**src/rtl/lsu_pkg.sv**
```systemverilog
// rtl/lsu_pkg.sv - size encodings, FSM states and big-endian lane helper for the load/store unit
package lsu_pkg;

    localparam logic [1:0] SZ_BYTE = 2'b00;
    localparam logic [1:0] SZ_HALF = 2'b01;
    localparam logic [1:0] SZ_WORD = 2'b10;

    typedef enum logic [2:0] {
        ST_IDLE,
        ST_LOAD,
        ST_RMW_RD,
        ST_WRITE,
        ST_FAULT
    } lsu_state_e;

    // Right-shift that brings byte offset N down to bits 7:0 (offset 0 sits in bits 31:24)
    localparam logic [4:0] LANE_SHIFT [4] = '{5'd24, 5'd16, 5'd8, 5'd0};

endpackage

```
**src/rtl/lsu_align.sv**
```systemverilog
// rtl/lsu_align.sv - load extract/extend and store lane merge for the load/store unit
module lsu_align
    import lsu_pkg::*;
(
    input  logic [1:0]  size_i,
    input  logic        unsigned_i,
    input  logic [1:0]  offset_i,
    input  logic [31:0] rdata_i,
    input  logic [31:0] wdata_i,
    input  logic [31:0] merge_i,
    output logic [31:0] load_data_o,
    output logic [31:0] store_data_o
);

    logic [4:0]  shift;
    logic [31:0] lane_mask;
    logic [31:0] shifted;

    always_comb begin
        shift     = 5'd0;
        lane_mask = '1;
        case (size_i)
            SZ_BYTE: begin
                shift     = LANE_SHIFT[offset_i];
                lane_mask = 32'h0000_00FF << shift;
            end
            // halfword ignores offset bit 0, so it always lands on lane 0-1 or 2-3
            SZ_HALF: begin
                shift     = LANE_SHIFT[{offset_i[1], 1'b1}];
                lane_mask = 32'h0000_FFFF << shift;
            end
            default: ;
        endcase

        shifted     = rdata_i >> shift;
        load_data_o = shifted;
        case (size_i)
            SZ_BYTE: load_data_o = {{24{~unsigned_i & shifted[7]}},  shifted[7:0]};
            SZ_HALF: load_data_o = {{16{~unsigned_i & shifted[15]}}, shifted[15:0]};
            default: ;
        endcase

        // a full-word mask makes this pass wdata straight through for word stores
        store_data_o = (merge_i & ~lane_mask) | ((wdata_i << shift) & lane_mask);
    end

endmodule

```
**src/rtl/load_store_unit.sv**
```systemverilog
// rtl/load_store_unit.sv - load/store unit in front of a word-addressed data memory
// Optional feature: LSU_MISALIGN_CHECK_EN enables misalignment detection and the FAULT state.
module load_store_unit
    import lsu_pkg::*;
#(
    parameter int ADDR_W = 32
) (
    input  logic              clk,
    input  logic              rst_n,
    input  logic              req_valid,
    output logic              req_ready,
    input  logic              req_write,
    input  logic [1:0]        req_size,
    input  logic              req_unsigned,
    input  logic [ADDR_W-1:0] req_addr,
    input  logic [31:0]       req_wdata,
    output logic              resp_valid,
    output logic [31:0]       resp_rdata,
    output logic              resp_misaligned,
    output logic [ADDR_W-1:0] mem_addr,
    output logic [31:0]       mem_wdata,
    output logic              mem_read,
    output logic              mem_write,
    input  logic [31:0]       mem_rdata
);

    lsu_state_e        state_q, state_d;
    logic [ADDR_W-1:0] addr_q;
    logic [1:0]        size_q;
    logic              unsigned_q;
    logic [31:0]       wdata_q;
    logic [31:0]       merge_q;
    logic              resp_valid_q, resp_valid_d;
    logic [31:0]       resp_rdata_q, resp_rdata_d;
    logic              accept;
    logic              misaligned;
    logic [31:0]       load_data;
    logic [31:0]       store_data;

    assign req_ready = (state_q == ST_IDLE);
    assign accept    = req_valid && req_ready;

`ifdef LSU_MISALIGN_CHECK_EN
    assign misaligned = ((req_size == SZ_HALF) && req_addr[0]) ||
                        (req_size[1] && (req_addr[1:0] != 2'b00));
`else
    assign misaligned = 1'b0;
`endif

    lsu_align u_align (
        .size_i       (size_q),
        .unsigned_i   (unsigned_q),
        .offset_i     (addr_q[1:0]),
        .rdata_i      (mem_rdata),
        .wdata_i      (wdata_q),
        .merge_i      (merge_q),
        .load_data_o  (load_data),
        .store_data_o (store_data)
    );

    always_comb begin
        state_d      = state_q;
        resp_valid_d = 1'b0;
        resp_rdata_d = resp_rdata_q;
        case (state_q)
            ST_IDLE: begin
                if (accept) begin
                    if (!req_write)       state_d = ST_LOAD;
                    else if (req_size[1]) state_d = ST_WRITE;
                    else                  state_d = ST_RMW_RD;
                    if (misaligned)       state_d = ST_FAULT;
                end
            end
            ST_LOAD: begin
                resp_valid_d = 1'b1;
                resp_rdata_d = load_data;
                state_d      = ST_IDLE;
            end
            ST_RMW_RD: state_d = ST_WRITE;
            ST_WRITE: begin
                resp_valid_d = 1'b1;
                resp_rdata_d = 32'h0;
                state_d      = ST_IDLE;
            end
            ST_FAULT: begin
                resp_valid_d = 1'b1;
                resp_rdata_d = 32'h0;
                state_d      = ST_IDLE;
            end
            default: state_d = ST_IDLE;
        endcase
    end

    always_ff @(posedge clk) begin
        if (!rst_n) begin
            state_q      <= ST_IDLE;
            resp_valid_q <= 1'b0;
            resp_rdata_q <= 32'h0;
        end else begin
            state_q      <= state_d;
            resp_valid_q <= resp_valid_d;
            resp_rdata_q <= resp_rdata_d;
        end
    end

    always_ff @(posedge clk) begin
        if (!rst_n) begin
            addr_q     <= '0;
            size_q     <= SZ_BYTE;
            unsigned_q <= 1'b0;
            wdata_q    <= 32'h0;
            merge_q    <= 32'h0;
        end else begin
            if (accept) begin
                addr_q     <= req_addr;
                size_q     <= req_size;
                unsigned_q <= req_unsigned;
                wdata_q    <= req_wdata;
            end
            if (state_q == ST_RMW_RD) merge_q <= mem_rdata;
        end
    end

`ifdef LSU_MISALIGN_CHECK_EN
    logic resp_mis_q;

    always_ff @(posedge clk) begin
        if (!rst_n)            resp_mis_q <= 1'b0;
        else if (resp_valid_d) resp_mis_q <= (state_q == ST_FAULT);
    end

    assign resp_misaligned = resp_mis_q;
`else
    assign resp_misaligned = 1'b0;
`endif

    // memory side decodes only registered state so it is stable across the negedge commit
    assign resp_valid = resp_valid_q;
    assign resp_rdata = resp_rdata_q;
    assign mem_read   = (state_q == ST_LOAD) || (state_q == ST_RMW_RD);
    assign mem_write  = (state_q == ST_WRITE);
    assign mem_addr   = {addr_q[ADDR_W-1:2], 2'b00};
    assign mem_wdata  = (state_q == ST_WRITE) ? store_data : 32'h0;

endmodule

```
**config.mk**
```make
export PLATFORM = sky130hd
export DESIGN_NAME = load_store_unit
export DESIGN_NICKNAME = d
export VERILOG_FILES = /design/src/rtl/lsu_pkg.sv /design/src/rtl/lsu_align.sv /design/src/rtl/load_store_unit.sv
export SDC_FILE = /design/constraint.sdc
export NUM_CORES = 1
export LEC_CHECK = 0
export ABC_AREA = 0
export ABC_CLOCK_PERIOD_IN_PS = 4300
export BUFFER_PORTS_ARGS = -buffer_cell sky130_fd_sc_hd__buf_2
export CORE_AREA = 2 2 129 99
export DETAILED_ROUTE_END_ITERATION = 10
export DIE_AREA = 0 0 131 101
export PLACE_DENSITY = 0.85
export SYNTH_ARGS = -nofsm -noshare
export SYNTH_HDL_FRONTEND = slang
export SYNTH_SLANG_ARGS = --single-unit
```
**constraint.sdc**
```tcl
create_clock -name clk -period 4.3 [get_ports clk]
set_clock_uncertainty 0.15 [all_clocks]
set_input_delay 0.43 -clock clk [delete_from_list [all_inputs] [get_ports clk]]
set_output_delay 0.43 -clock clk [all_outputs]
set_load 0.005 [all_outputs]
```
# After elaboration in Yosys (flattened, before gate mapping)
# Index checks and enable logic that the tools add are counted.
# W data, S select, Z words.
dict set report op_classes {
  n_reduce_logical 7
  n_bitwise 9
  n_shift 4
  order_cmp 2
  n_mux 16
  eq_ne 6
}
# operator n
set ops {}
lappend ops {{$pmux W32 S2} 3}
lappend ops {{$and A32 B32 Y32} 2}
lappend ops {{$mux W32} 1}
lappend ops {{$not A32 Y32} 1}
lappend ops {{$or A32 B32 Y32} 1}
lappend ops {{$shl A16 B5 Y32 const A} 1}
lappend ops {{$shl A32 B5 Y32} 1}
lappend ops {{$shl A8 B5 Y32 const A} 1}
lappend ops {{$shr A32 B5 Y32} 1}
lappend ops {{$bmux W5 S2} 2}
lappend ops {{$mux W5} 4}
lappend ops {{$pmux W5 S2} 1}
lappend ops {{$eq A3 B2 Y1 const B} 2}
lappend ops {{$ge A3 B3 Y1 const B} 2}
lappend ops {{$not A2 Y3} 2}
lappend ops {{$pmux W3 S2} 1}
lappend ops {{$eq A3 B1 Y1 const B} 1}
lappend ops {{$eq A3 B3 Y1 const B} 1}
lappend ops {{$logic_not A3 Y1} 1}
lappend ops {{$mux W3} 1}
lappend ops {{$reduce_or A3 Y1} 1}
lappend ops {{$and A1 B1 Y1} 2}
lappend ops {{$eq A2 B1 Y1 const B} 1}
lappend ops {{$logic_not A2 Y1} 1}
lappend ops {{other kinds (8)} 9}
dict set report totals {
  elab_cells 52
  in_bits 103
  output_inout_bits 101
  regBits 135
}

# Logic depth before layout (Yosys ltp)
# Gate-level depths: netlist of the first run.
dict set report depth {
  word_depth 10
  depth_mapped 8
  mapped_depth_nobuf 5
}

# Cells and area by module
# A second synthesis of the first run with hierarchy kept.
dict set report hier_totals {
  cells_unflattened 815
  area_unflattened_um2 6608.8
}
# module cells_per_inst area_each_um2 instances seq_area_each_um2
set modules_own_cells {}
lappend modules_own_cells {load_store_unit 593 5245.0 1 2682.6}
lappend modules_own_cells {lsu_align 222 1363.8 1 0.0}

# Worst setup path after synthesis of the first run
# Ideal clock, no wire load.
dict set report synth_timing {
  path_kind {register -> output}
  startpoint {register size_q[1]}
  endpoint {output mem_wdata[22]}
  slack_ns 1.946
  n_path_buf 3
  t_required_ns 3.720
  t_arrival_ns 1.774
  stages_incl_launch_ff 8
  path_cell_list {dfxtp_1 > buf_6 > nor3_2 > buf_6 > a21oi_1 > buf_2 > nand3_1 > o211a_1}
}
dict set report synth_via {
  elab_chain_len 6
  elab_cells_between_ends 10
  cone_classes {eq/ne: 1; shift: 1; mux: 3; bitwise: 4; reduce/logical: 1}
}
# element line_no
set synth_rtl {}
lappend synth_rtl {{start, declared} load_store_unit.sv:29} ;# logic [1:0] size_q;
lappend synth_rtl {{start signal, assigned} load_store_unit.sv:116} ;# size_q <= req_size;
lappend synth_rtl {{$eq A2 B1 Y1 or $logic_not A2 Y1 (tied branches)} lsu_align.sv:22} ;# case (size_i)
lappend synth_rtl {{$pmux W5 S2 or $pmux W32 S2 (tied branches)} lsu_align.sv:22}
lappend synth_rtl {{$shl A32 B5 Y32 or $not A32 Y32 (tied branches)} lsu_align.sv:44} ;# store_data_o = (merge_i & ~lane_mask) | ((wdata_i << shift) & lane_mask);
lappend synth_rtl {{$and A32 B32 Y32} lsu_align.sv:44}
lappend synth_rtl {{$or A32 B32 Y32 (*)} lsu_align.sv:44}
lappend synth_rtl {{$mux W32 (*)} load_store_unit.sv:143} ;# assign mem_wdata = (state_q == ST_WRITE) ? store_data : 32'h0;
lappend synth_rtl {{end, declared} load_store_unit.sv:21} ;# output logic [31:0] mem_wdata,
# Mark *: on every way between the ends. The rest lies on a longest branch, timed or not.

# Worst setup path after layout of the first run
dict set report layout_timing {
  startpoint {register size_q[1]}
  endpoint {output mem_wdata[20]}
}
# Same word-level chain as after synthesis.

==> flow_summary.html, run 1 <==
<table>
<tr><th>Metric</th><th>Value</th></tr>
<tr><th colspan="2">Routing</th></tr>
<tr><td>Total iterations of the first detailed-routing run</td><td>6</td></tr>
<tr><td>Count of routing violations after the opening detailed-route iteration</td><td>556</td></tr>
<tr><td>Number of vias in the routed layout</td><td>6,010</td></tr>
<tr><td>Ratio of routed vias to standard cells</td><td>5.50</td></tr>
<tr><td>Number of remaining DRC errors</td><td>0</td></tr>
<tr><td>Post-detailed-routing wire length</td><td>18.6 mm</td></tr>
<tr><td>DR WL/cell</td><td>17.0 µm</td></tr>
<tr><td>Number of nets with antenna violations after routing</td><td>0</td></tr>
<tr><th colspan="2">Yosys</th></tr>
<tr><td>Post-synthesis instance area</td><td>6580 µm²</td></tr>
<tr><td>Warning count from the yosys run</td><td>0</td></tr>
<tr><td>Cell accounting for the most synthesized area</td><td>dfxtp_1</td></tr>
<tr><td>Netlist cell types</td><td>36</td></tr>
<tr><td>Part of the Yosys area used for sequential elements</td><td>40.8%</td></tr>
<tr><td>Share of synthesized flip-flops with an asynchronous set or reset</td><td>0%</td></tr>
<tr><td>Post-synth top cells</td><td>nand2_1 (203), dfxtp_1 (134), a21boi_0 (75)</td></tr>
<tr><td>Proportion of netlist area held by the largest area contributor</td><td>40.8%</td></tr>
<tr><td>Instance count of the mapped netlist</td><td>778</td></tr>
<tr><td>Cell types with the largest area share after synthesis</td><td>dfxtp_1 (41%), nand2_1 (12%), a21boi_0 (8.6%)</td></tr>
<tr><td>Most used flip-flop cell after synthesis</td><td>dfxtp_1</td></tr>
<tr><td>Most frequently used cell type in the post-synthesis netlist</td><td>nand2_1</td></tr>
<tr><td>Mean instance size in the synthesized netlist</td><td>8.46 µm²</td></tr>
<tr><td>Number of synthesized register bits</td><td>134</td></tr>
<tr><td>Post-synth EDFFs</td><td>0</td></tr>
<tr><th colspan="2">Floorplan</th></tr>
<tr><td>Die H</td><td>101 µm</td></tr>
<tr><td>Total die area</td><td>13,200 µm²</td></tr>
<tr><td># IOs</td><td>204</td></tr>
<tr><td>Count of standard-cell rows</td><td>35</td></tr>
<tr><td>Initial Utilization</td><td>54.7%</td></tr>
<tr><td>Die width</td><td>131 µm</td></tr>
<tr><td>Core footprint</td><td>12,000 µm²</td></tr>
<tr><th colspan="2">Global route</th></tr>
<tr><td>Antenna violations before repair</td><td>0</td></tr>
<tr><td>Overall global routing resource usage</td><td>28.2%</td></tr>
<tr><td>Remaining global-route overflow</td><td>0</td></tr>
<tr><td>Number of global-route vias before repair</td><td>5,509</td></tr>
<tr><td>Maximum number of pins on one net before global-route repair</td><td>68</td></tr>
<tr><td>First-pass GRT wire length</td><td>28.7 mm</td></tr>
<tr><th colspan="2">Timing</th></tr>
<tr><td>Max-slew violation count</td><td>0</td></tr>
<tr><td>Measured slew at the worst slew-check pin</td><td>1.14 ns</td></tr>
<tr><td>Final hold violations</td><td>0</td></tr>
<tr><td>Setup TNS</td><td>0 ns</td></tr>
<tr><td>Post-route minimum period</td><td>3.24 ns</td></tr>
<tr><td>Remaining max-slew budget at the tightest pin</td><td>24.3%</td></tr>
<tr><td>Setup repair after global routing missed its margin</td><td>no</td></tr>
<tr><td>Final worst setup slack</td><td>1.06 ns</td></tr>
<tr><td>Setup-failing EPs final</td><td>0</td></tr>
<tr><td>Final Cycle Share</td><td>75.4%</td></tr>
<tr><td>Peak clock frequency supported by timing</td><td>309 MHz</td></tr>
<tr><td>Final worst hold slack</td><td>0.117 ns</td></tr>
<tr><th colspan="2">Finish</th></tr>
<tr><td>Relative area change from synthesis to final layout</td><td>21.7%</td></tr>
<tr><td>Layout Cells excl Fill</td><td>1,092</td></tr>
<tr><td>Final design area excluding fillers</td><td>8010 µm²</td></tr>
<tr><td>Core occupancy in the finished layout</td><td>66.5%</td></tr>
<tr><td>Layout cell share with drive strength beyond 1</td><td>28.6%</td></tr>
<tr><td>Net count of the finished layout</td><td>1,020</td></tr>
<tr><td>Count of antenna diodes in the layout</td><td>0</td></tr>
<tr><th colspan="2">Power</th></tr>
<tr><td>Sw Share</td><td>30.7%</td></tr>
<tr><td>Switching pwr</td><td>1.28 mW</td></tr>
<tr><td>Clk network pwr share</td><td>38.5%</td></tr>
<tr><td>Total power after layout</td><td>4.16 mW</td></tr>
<tr><td>Internal Pwr Total</td><td>2.88 mW</td></tr>
<tr><td>Ratio of total power to cell area</td><td>520 nW/µm²</td></tr>
<tr><td>Power share of the combinational group</td><td>24.6%</td></tr>
<tr><td>Static power due to leakage</td><td>3.63 nW</td></tr>
<tr><td>Highest ir drop seen on vdd</td><td>330 µV</td></tr>
<tr><td>Sequential power share</td><td>36.9%</td></tr>
<tr><th colspan="2">Worst setup path</th></tr>
<tr><td>Endpoint class of the critical path</td><td>output port</td></tr>
<tr><td>Arrival time worst endpoint</td><td>2.66 ns</td></tr>
<tr><td>CP Class</td><td>reg2out</td></tr>
<tr><td>CP max FO</td><td>20</td></tr>
<tr><td>Worst R2R Setup Slack</td><td>1.76 ns</td></tr>
<tr><td>Required @ worst endpoint</td><td>3.72 ns</td></tr>
<tr><td>Startpoint class of the critical path</td><td>register</td></tr>
<tr><th colspan="2">Place</th></tr>
<tr><td>Post-DP HPWL</td><td>13.1 mm</td></tr>
<tr><td>Buffers added on ports</td><td>200</td></tr>
<tr><td>Post-detailed-placement cell area</td><td>7350 µm²</td></tr>
<tr><td>Worst Setup Slack post-DPL</td><td>1.57 ns</td></tr>
<tr><td>Total placed cells including tap cells</td><td>1,060</td></tr>
<tr><td>Final RePlAce weighted congestion</td><td>0.928</td></tr>
<tr><th colspan="2">Clocking</th></tr>
<tr><td>Resize count post-CTS</td><td>0</td></tr>
<tr><td>Clock root cell</td><td>clkbuf_16</td></tr>
<tr><td>Total clock buffers created by CTS</td><td>17</td></tr>
<tr><td>Cts-stage hold buffer count</td><td>0</td></tr>
<tr><td>Deepest clock path buffer count</td><td>2</td></tr>
<tr><td>Latest clock arrival within the worst-skew pair</td><td>0.41 ns</td></tr>
<tr><td>Clock input transition at the sequential cells of the worst setup and hold paths</td><td>0.06 ns</td></tr>
<tr><td>Number of buffers added for setup after CTS</td><td>0</td></tr>
<tr><td>TritonCTS clock tree</td><td>built</td></tr>
<tr><td>Clock sink count</td><td>134</td></tr>
<tr><td>H-Tree Depth</td><td>4</td></tr>
<tr><th colspan="2">Flow run</th></tr>
<tr><td>Maximum capacitance violations</td><td>0</td></tr>
<tr><th colspan="2">Run status</th></tr>
<tr><td>Outcome</td><td>complete, no violations</td></tr>
<tr><th colspan="2">Min path</th></tr>
<tr><td>Type of the tightest min-delay check</td><td>in2reg</td></tr>
</table>
==> cells in the final DEF (no fill, tap or decap), drive strengths merged, types with 16 or more instances in the layout <==
| cell type | n |
|---|---|
| nand2 | 203 |
| nand3 | 16 |
| clkbuf | 22 |
| a21oi | 30 |
| mux2i | 47 |
| o21a | 17 |
| a21boi | 75 |
| o21ai | 29 |
| nor2 | 17 |
| o211a | 16 |
| nor2b | 50 |
| dfxtp | 134 |
| buf | 208 |
==> power by group through the flow <==
stage	registers (mW)	logic [mW]	clock network [mW]
detailed placement	1.56	1.01	0
floorplan	1.52	0.771	0
finish	1.54	1.02	1.60
global route	1.55	1.14	1.67
global placement	1.55	0.988	0
CTS	1.53	1.02	1.61
==> flip-flops by register name, indices dropped and copies added (netlist names) <==
register    flops
addr_q         32
merge_q        32
resp_rdata     32
wdata_q        32
size_q          2
state_q         2
resp_valid      1
unsigned_q      1
==> kinds of logic (layout without fill, tap and decap cells) <==
| group | after synthesis | in the layout | share of synthesized area [%] |
|---|---|---|---|
| buffers and inverters | 99 | 245 | 8.10 |
| other | 1 | 3 | 0.0570 |
| flip-flops | 134 | 134 | 40.8 |
| adder cells (fa/ha/maj) | 4 | 4 | 0.760 |
| AND/OR/NAND/NOR | 300 | 300 | 20.1 |
| multiplexers | 54 | 54 | 9.54 |
| AO/OA/AOI/OAI | 186 | 186 | 20.7 |
==> critical path, stage by stage, from the launching register on <==
cell and delay, ns:
dfxtp_1 0.49, inv_1 0.32, a21oi_1 0.96, nand3_1 0.19
o211a_1 0.18, buf_2 0.12
==> path summary, 6_finish.rpt <==
path	cells after the start	from	to
worst max-delay path	5	size_q[1]	mem_wdata[20]
worst min-delay path	3	req_addr[2]	addr_q[2]
worst max register to register	5	size_q[1]	resp_rdata[9]
worst min register to register	2	addr_q[2]	addr_q[2]
==> cell type report <==
cell class                 count  area [µm²]
inverter                       5        18.8
tap                          166         208
multi-input combinational    547        3380
sequential                   134        2680
timing repair buffer         208        1060
fill                         967        4030
clock inverter                10         166
clock buffer                  22         494
==> metal layers <==
| metal | vias to the layer above | share of wire (%) | track usage [%] |
|---|---|---|---|
| li1 | 2859 | - | - |
| met1 | 2776 | 43 | 39.5 |
| met2 | 340 | 44 | 42.0 |
| met3 | 35 | 11 | 8.07 |
| met4 | 0 | 2.0 | 9.08 |
| met5 | - | 0 | 0 |
Power figures use the tool's default switching activity.
==> run 2, diff against run 1 <==
--- a/config.mk
+++ b/config.mk
@@ -6,12 +6,12 @@
 export NUM_CORES = 1
 export LEC_CHECK = 0
 export ABC_AREA = 0
-export ABC_CLOCK_PERIOD_IN_PS = 4300
+export ABC_CLOCK_PERIOD_IN_PS = 3200
 export BUFFER_PORTS_ARGS = -buffer_cell sky130_fd_sc_hd__buf_2
-export CORE_AREA = 2 2 129 99
+export CORE_AREA = 2 2 133 103
 export DETAILED_ROUTE_END_ITERATION = 10
-export DIE_AREA = 0 0 131 101
-export PLACE_DENSITY = 0.85
+export DIE_AREA = 0 0 135 105
+export PLACE_DENSITY = 0.8
 export SYNTH_ARGS = -nofsm -noshare
 export SYNTH_HDL_FRONTEND = slang
 export SYNTH_SLANG_ARGS = --single-unit
==> constraint.sdc (replaced) <==
create_clock -name clk -period 3.2 [get_ports clk]
set_clock_uncertainty 0.15 [all_clocks]
set_input_delay 0.32 -clock clk [delete_from_list [all_inputs] [get_ports clk]]
set_output_delay 0.32 -clock clk [all_outputs]
set_load 0.005 [all_outputs]
==> run 2 against run 1 <==
Against the previous run:
- final area increased by 3.3%
- utilization down 1.8 points
- clock power up 38%
- combinational power rose by 39%
- sequential power increased by 34%
- non-clock buffer count up 25
- die area rose by 7.1%
- hold slack worse by 0.11 ns
- critical path type unchanged
- critical endpoint is now mem_wdata[23]
==> flow_summary.html, run 2 (synthesis results as in run 1) <==
<table>
<tr><th>Metric</th><th>Value</th></tr>
<tr><th colspan="2">Run status</th></tr>
<tr><td>Outcome</td><td>complete, no violations</td></tr>
<tr><th colspan="2">Clocking</th></tr>
<tr><td>Deepest clock path buffer count</td><td>2</td></tr>
<tr><td>Clock root cell</td><td>clkbuf_16</td></tr>
<tr><td>TritonCTS clock tree</td><td>built</td></tr>
<tr><td>Clock input transition at the sequential cells of the worst setup and hold paths</td><td>0.06 ns</td></tr>
<tr><td>H-Tree Depth</td><td>4</td></tr>
<tr><td>Latest clock arrival within the worst-skew pair</td><td>0.41 ns</td></tr>
<tr><td>Resize count post-CTS</td><td>0</td></tr>
<tr><td>Total clock buffers created by CTS</td><td>17</td></tr>
<tr><td>Clock sink count</td><td>134</td></tr>
<tr><th colspan="2">Finish</th></tr>
<tr><td>Relative area change from synthesis to final layout</td><td>25.7%</td></tr>
<tr><td>Layout cell share with drive strength beyond 1</td><td>28.2%</td></tr>
<tr><td>Number of filler cells placed in the layout</td><td>1,075</td></tr>
<tr><td>Most common cell after layout, fill and taps aside</td><td>nand2_1</td></tr>
<tr><td>Count of antenna diodes in the layout</td><td>0</td></tr>
<tr><td>Net count of the finished layout</td><td>1,045</td></tr>
<tr><td>Commonest cells after routing, fill and taps aside</td><td>nand2_1 (202), buf_2 (200), dfxtp_1 (134), a21boi_0 (75), nor2b_1 (50)</td></tr>
<tr><td>Layout Cells excl Fill</td><td>1,121</td></tr>
<tr><th colspan="2">Worst setup path</th></tr>
<tr><td>Arrival time worst endpoint</td><td>2.35 ns</td></tr>
<tr><td>Sum of buffers and inverters on the critical path</td><td>2</td></tr>
<tr><td>CP Class</td><td>reg2out</td></tr>
<tr><td>R2r endpoint</td><td>resp_rdata[11]</td></tr>
<tr><td>Cell at the slowest stage of the critical path</td><td>a21oi_1</td></tr>
<tr><td>Worst setup startpoint</td><td>size_q[1]</td></tr>
<tr><td>Startpoint class of the critical path</td><td>register</td></tr>
<tr><td>End point of the critical path</td><td>mem_wdata[23]</td></tr>
<tr><td>Highest cell delay on the worst timing path</td><td>0.86 ns</td></tr>
<tr><td>Path length in cells of the critical path</td><td>5</td></tr>
<tr><td>Kind of cell adding the most delay to the critical path</td><td>compound AO/OA/AOI/OAI gates</td></tr>
<tr><td>Startpoint of the lowest-slack register-to-register path</td><td>size_q[1]</td></tr>
<tr><td>CP max FO</td><td>16</td></tr>
<tr><td>Required @ worst endpoint</td><td>2.73 ns</td></tr>
<tr><td>Endpoint class of the critical path</td><td>output port</td></tr>
<tr><td>Worst R2R Setup Slack</td><td>0.77 ns</td></tr>
<tr><td>Worst r2r path cells</td><td>5</td></tr>
<tr><td>Cell chain of the critical path</td><td>inv_1 -&gt; a21oi_1 -&gt; nand3_1 -&gt; o211a_1 -&gt; buf_2</td></tr>
<tr><th colspan="2">Global route</th></tr>
<tr><td>Maximum number of pins on one net before global-route repair</td><td>70</td></tr>
<tr><td>Number of global-route vias before repair</td><td>5,661</td></tr>
<tr><td>Overall global routing resource usage</td><td>26.2%</td></tr>
<tr><td>Met3 Resource Use GR</td><td>6.94%</td></tr>
<tr><td>Remaining global-route overflow</td><td>0</td></tr>
<tr><td>Global-route met2 utilization</td><td>39.8%</td></tr>
<tr><td>Antenna violations before repair</td><td>0</td></tr>
<tr><td>Met1 track demand over resource</td><td>36.6%</td></tr>
<tr><td>GRT Max-Usage Layer</td><td>met2</td></tr>
<tr><td>First-pass GRT wire length</td><td>29.0 mm</td></tr>
<tr><th colspan="2">Place</th></tr>
<tr><td>Post-DP HPWL</td><td>13.5 mm</td></tr>
<tr><td>Final RePlAce weighted congestion</td><td>0.952</td></tr>
<tr><td>Buffers added on ports</td><td>200</td></tr>
<tr><td>Total placed cells including tap cells</td><td>1,069</td></tr>
<tr><th colspan="2">Routing</th></tr>
<tr><td>Number of nets with antenna violations after routing</td><td>0</td></tr>
<tr><td>Total iterations of the first detailed-routing run</td><td>5</td></tr>
<tr><td>Number of vias in the routed layout</td><td>6,040</td></tr>
<tr><td>DR WL/cell</td><td>16.9 µm</td></tr>
<tr><td>Number of remaining DRC errors</td><td>0</td></tr>
<tr><td>Post-detailed-routing wire length</td><td>19.0 mm</td></tr>
<tr><td>Count of routing violations after the opening detailed-route iteration</td><td>525</td></tr>
<tr><td>Ratio of routed vias to standard cells</td><td>5.39</td></tr>
<tr><th colspan="2">Timing</th></tr>
<tr><td>Final hold violations</td><td>0</td></tr>
<tr><td>Setup-failing EPs final</td><td>0</td></tr>
<tr><td>Setup TNS</td><td>0 ns</td></tr>
<tr><td>Peak clock frequency supported by timing</td><td>354 MHz</td></tr>
<tr><td>Setup repair after global routing missed its margin</td><td>no</td></tr>
<tr><td>Post-route minimum period</td><td>2.82 ns</td></tr>
<tr><td>Max-slew violation count</td><td>0</td></tr>
<tr><td>Final Cycle Share</td><td>88.2%</td></tr>
<tr><td>Remaining max-slew budget at the tightest pin</td><td>25.3%</td></tr>
<tr><td>Measured slew at the worst slew-check pin</td><td>1.12 ns</td></tr>
<tr><th colspan="2">Floorplan</th></tr>
<tr><td>Core footprint</td><td>12,800 µm²</td></tr>
<tr><td>Count of standard-cell rows</td><td>36</td></tr>
<tr><td>Total die area</td><td>14,200 µm²</td></tr>
<tr><td>Die width</td><td>135 µm</td></tr>
<tr><td>Die H</td><td>105 µm</td></tr>
<tr><td>Initial Utilization</td><td>51.5%</td></tr>
<tr><td># IOs</td><td>204</td></tr>
<tr><th colspan="2">Flow run</th></tr>
<tr><td>Maximum capacitance violations</td><td>0</td></tr>
<tr><th colspan="2">Min path</th></tr>
<tr><td>Count of cells along the worst hold path</td><td>3</td></tr>
<tr><td>Type of the tightest min-delay check</td><td>in2reg</td></tr>
<tr><th colspan="2">Power</th></tr>
<tr><td>Static power due to leakage</td><td>3.75 nW</td></tr>
<tr><td>Total power after layout</td><td>5.70 mW</td></tr>
<tr><td>Ratio of total power to cell area</td><td>689 nW/µm²</td></tr>
<tr><td>Highest ir drop seen on vdd</td><td>501 µV</td></tr>
</table>
-- run 2: cell types whose count changed in the layout (fill, tap and decap cells not counted), sizes merged --
cell,delta
bufinv,+2
clkinv,+1
dlygate4sd3,+21
buf,+4
clkbuf,-4
-- run 2: worst min-delay path, delay by kind of cell --
| kind | cells | cell delay [ns] |
|---|---|---|
| buf+inv | 1 | 0.09 |
| simple gates | 1 | 0.04 |
| compound gates | 1 | 0.06 |
-- run 2: layout make-up --
class                      instances  area [µm²]  area share, %
multi-input combinational        547        3380           40.8
inverter                           5        18.8          0.227
clock buffer                      18         439           5.31
clock inverter                    13         228           2.75
sequential                       134        2680           32.4
timing repair buffer             233        1310           15.9
tap                              171         214           2.59
-- run 2: power breakdown --
| group | leakage, nW | switching, mW | internal (mW) |
|---|---|---|---|
| clock network | 0.322 | 0.737 | 1.48 |
| registers | 1.10 | 0.163 | 1.90 |
| logic | 2.33 | 0.825 | 0.597 |
| total | 3.75 | 1.73 | 3.97 |
-- run 2: through the flow --
step                instance area (µm²)  hold slack (ns)  util [%]  setup WS, ns
finish                             8280          0.00625      64.7         0.376
global route                       8280          0.00655      64.7         0.202
CTS                                8280        0.0000343      64.7         0.427
detailed placement                 7400            0.304      57.8         0.841
global placement                   7400            0.299      57.8         0.864
floorplan                          6590            0.293         -         0.956
-- run 2: routing by layer --
metal	routed length, µm	vias up
met3	1940	38
met1	8440	2793
met2	8300	307
met4	316	0
li1	-	2902
met5	0	-
-- run 2: worst min-delay path by stage --
stage / slack (ns) / to / start
6_report: 0.006 / wdata_q[29] / req_wdata[29]
5_1_grt: 0.007 / wdata_q[17] / req_wdata[17]
4_1_cts: 0.00003 / addr_q[8] / req_addr[8]
3_5_place_dp: 0.30 / addr_q[8] / addr_q[8]
3_3_place_gp: 0.30 / addr_q[13] / addr_q[13]
2_1_floorplan: 0.29 / wdata_q[10] / wdata_q[10]
-- run 2: timing repair --
action                                 in CTS  in global routing
endpoints found under the hold margin      21                  0
setup buffers                               0                  0
hold buffers                               21                  0
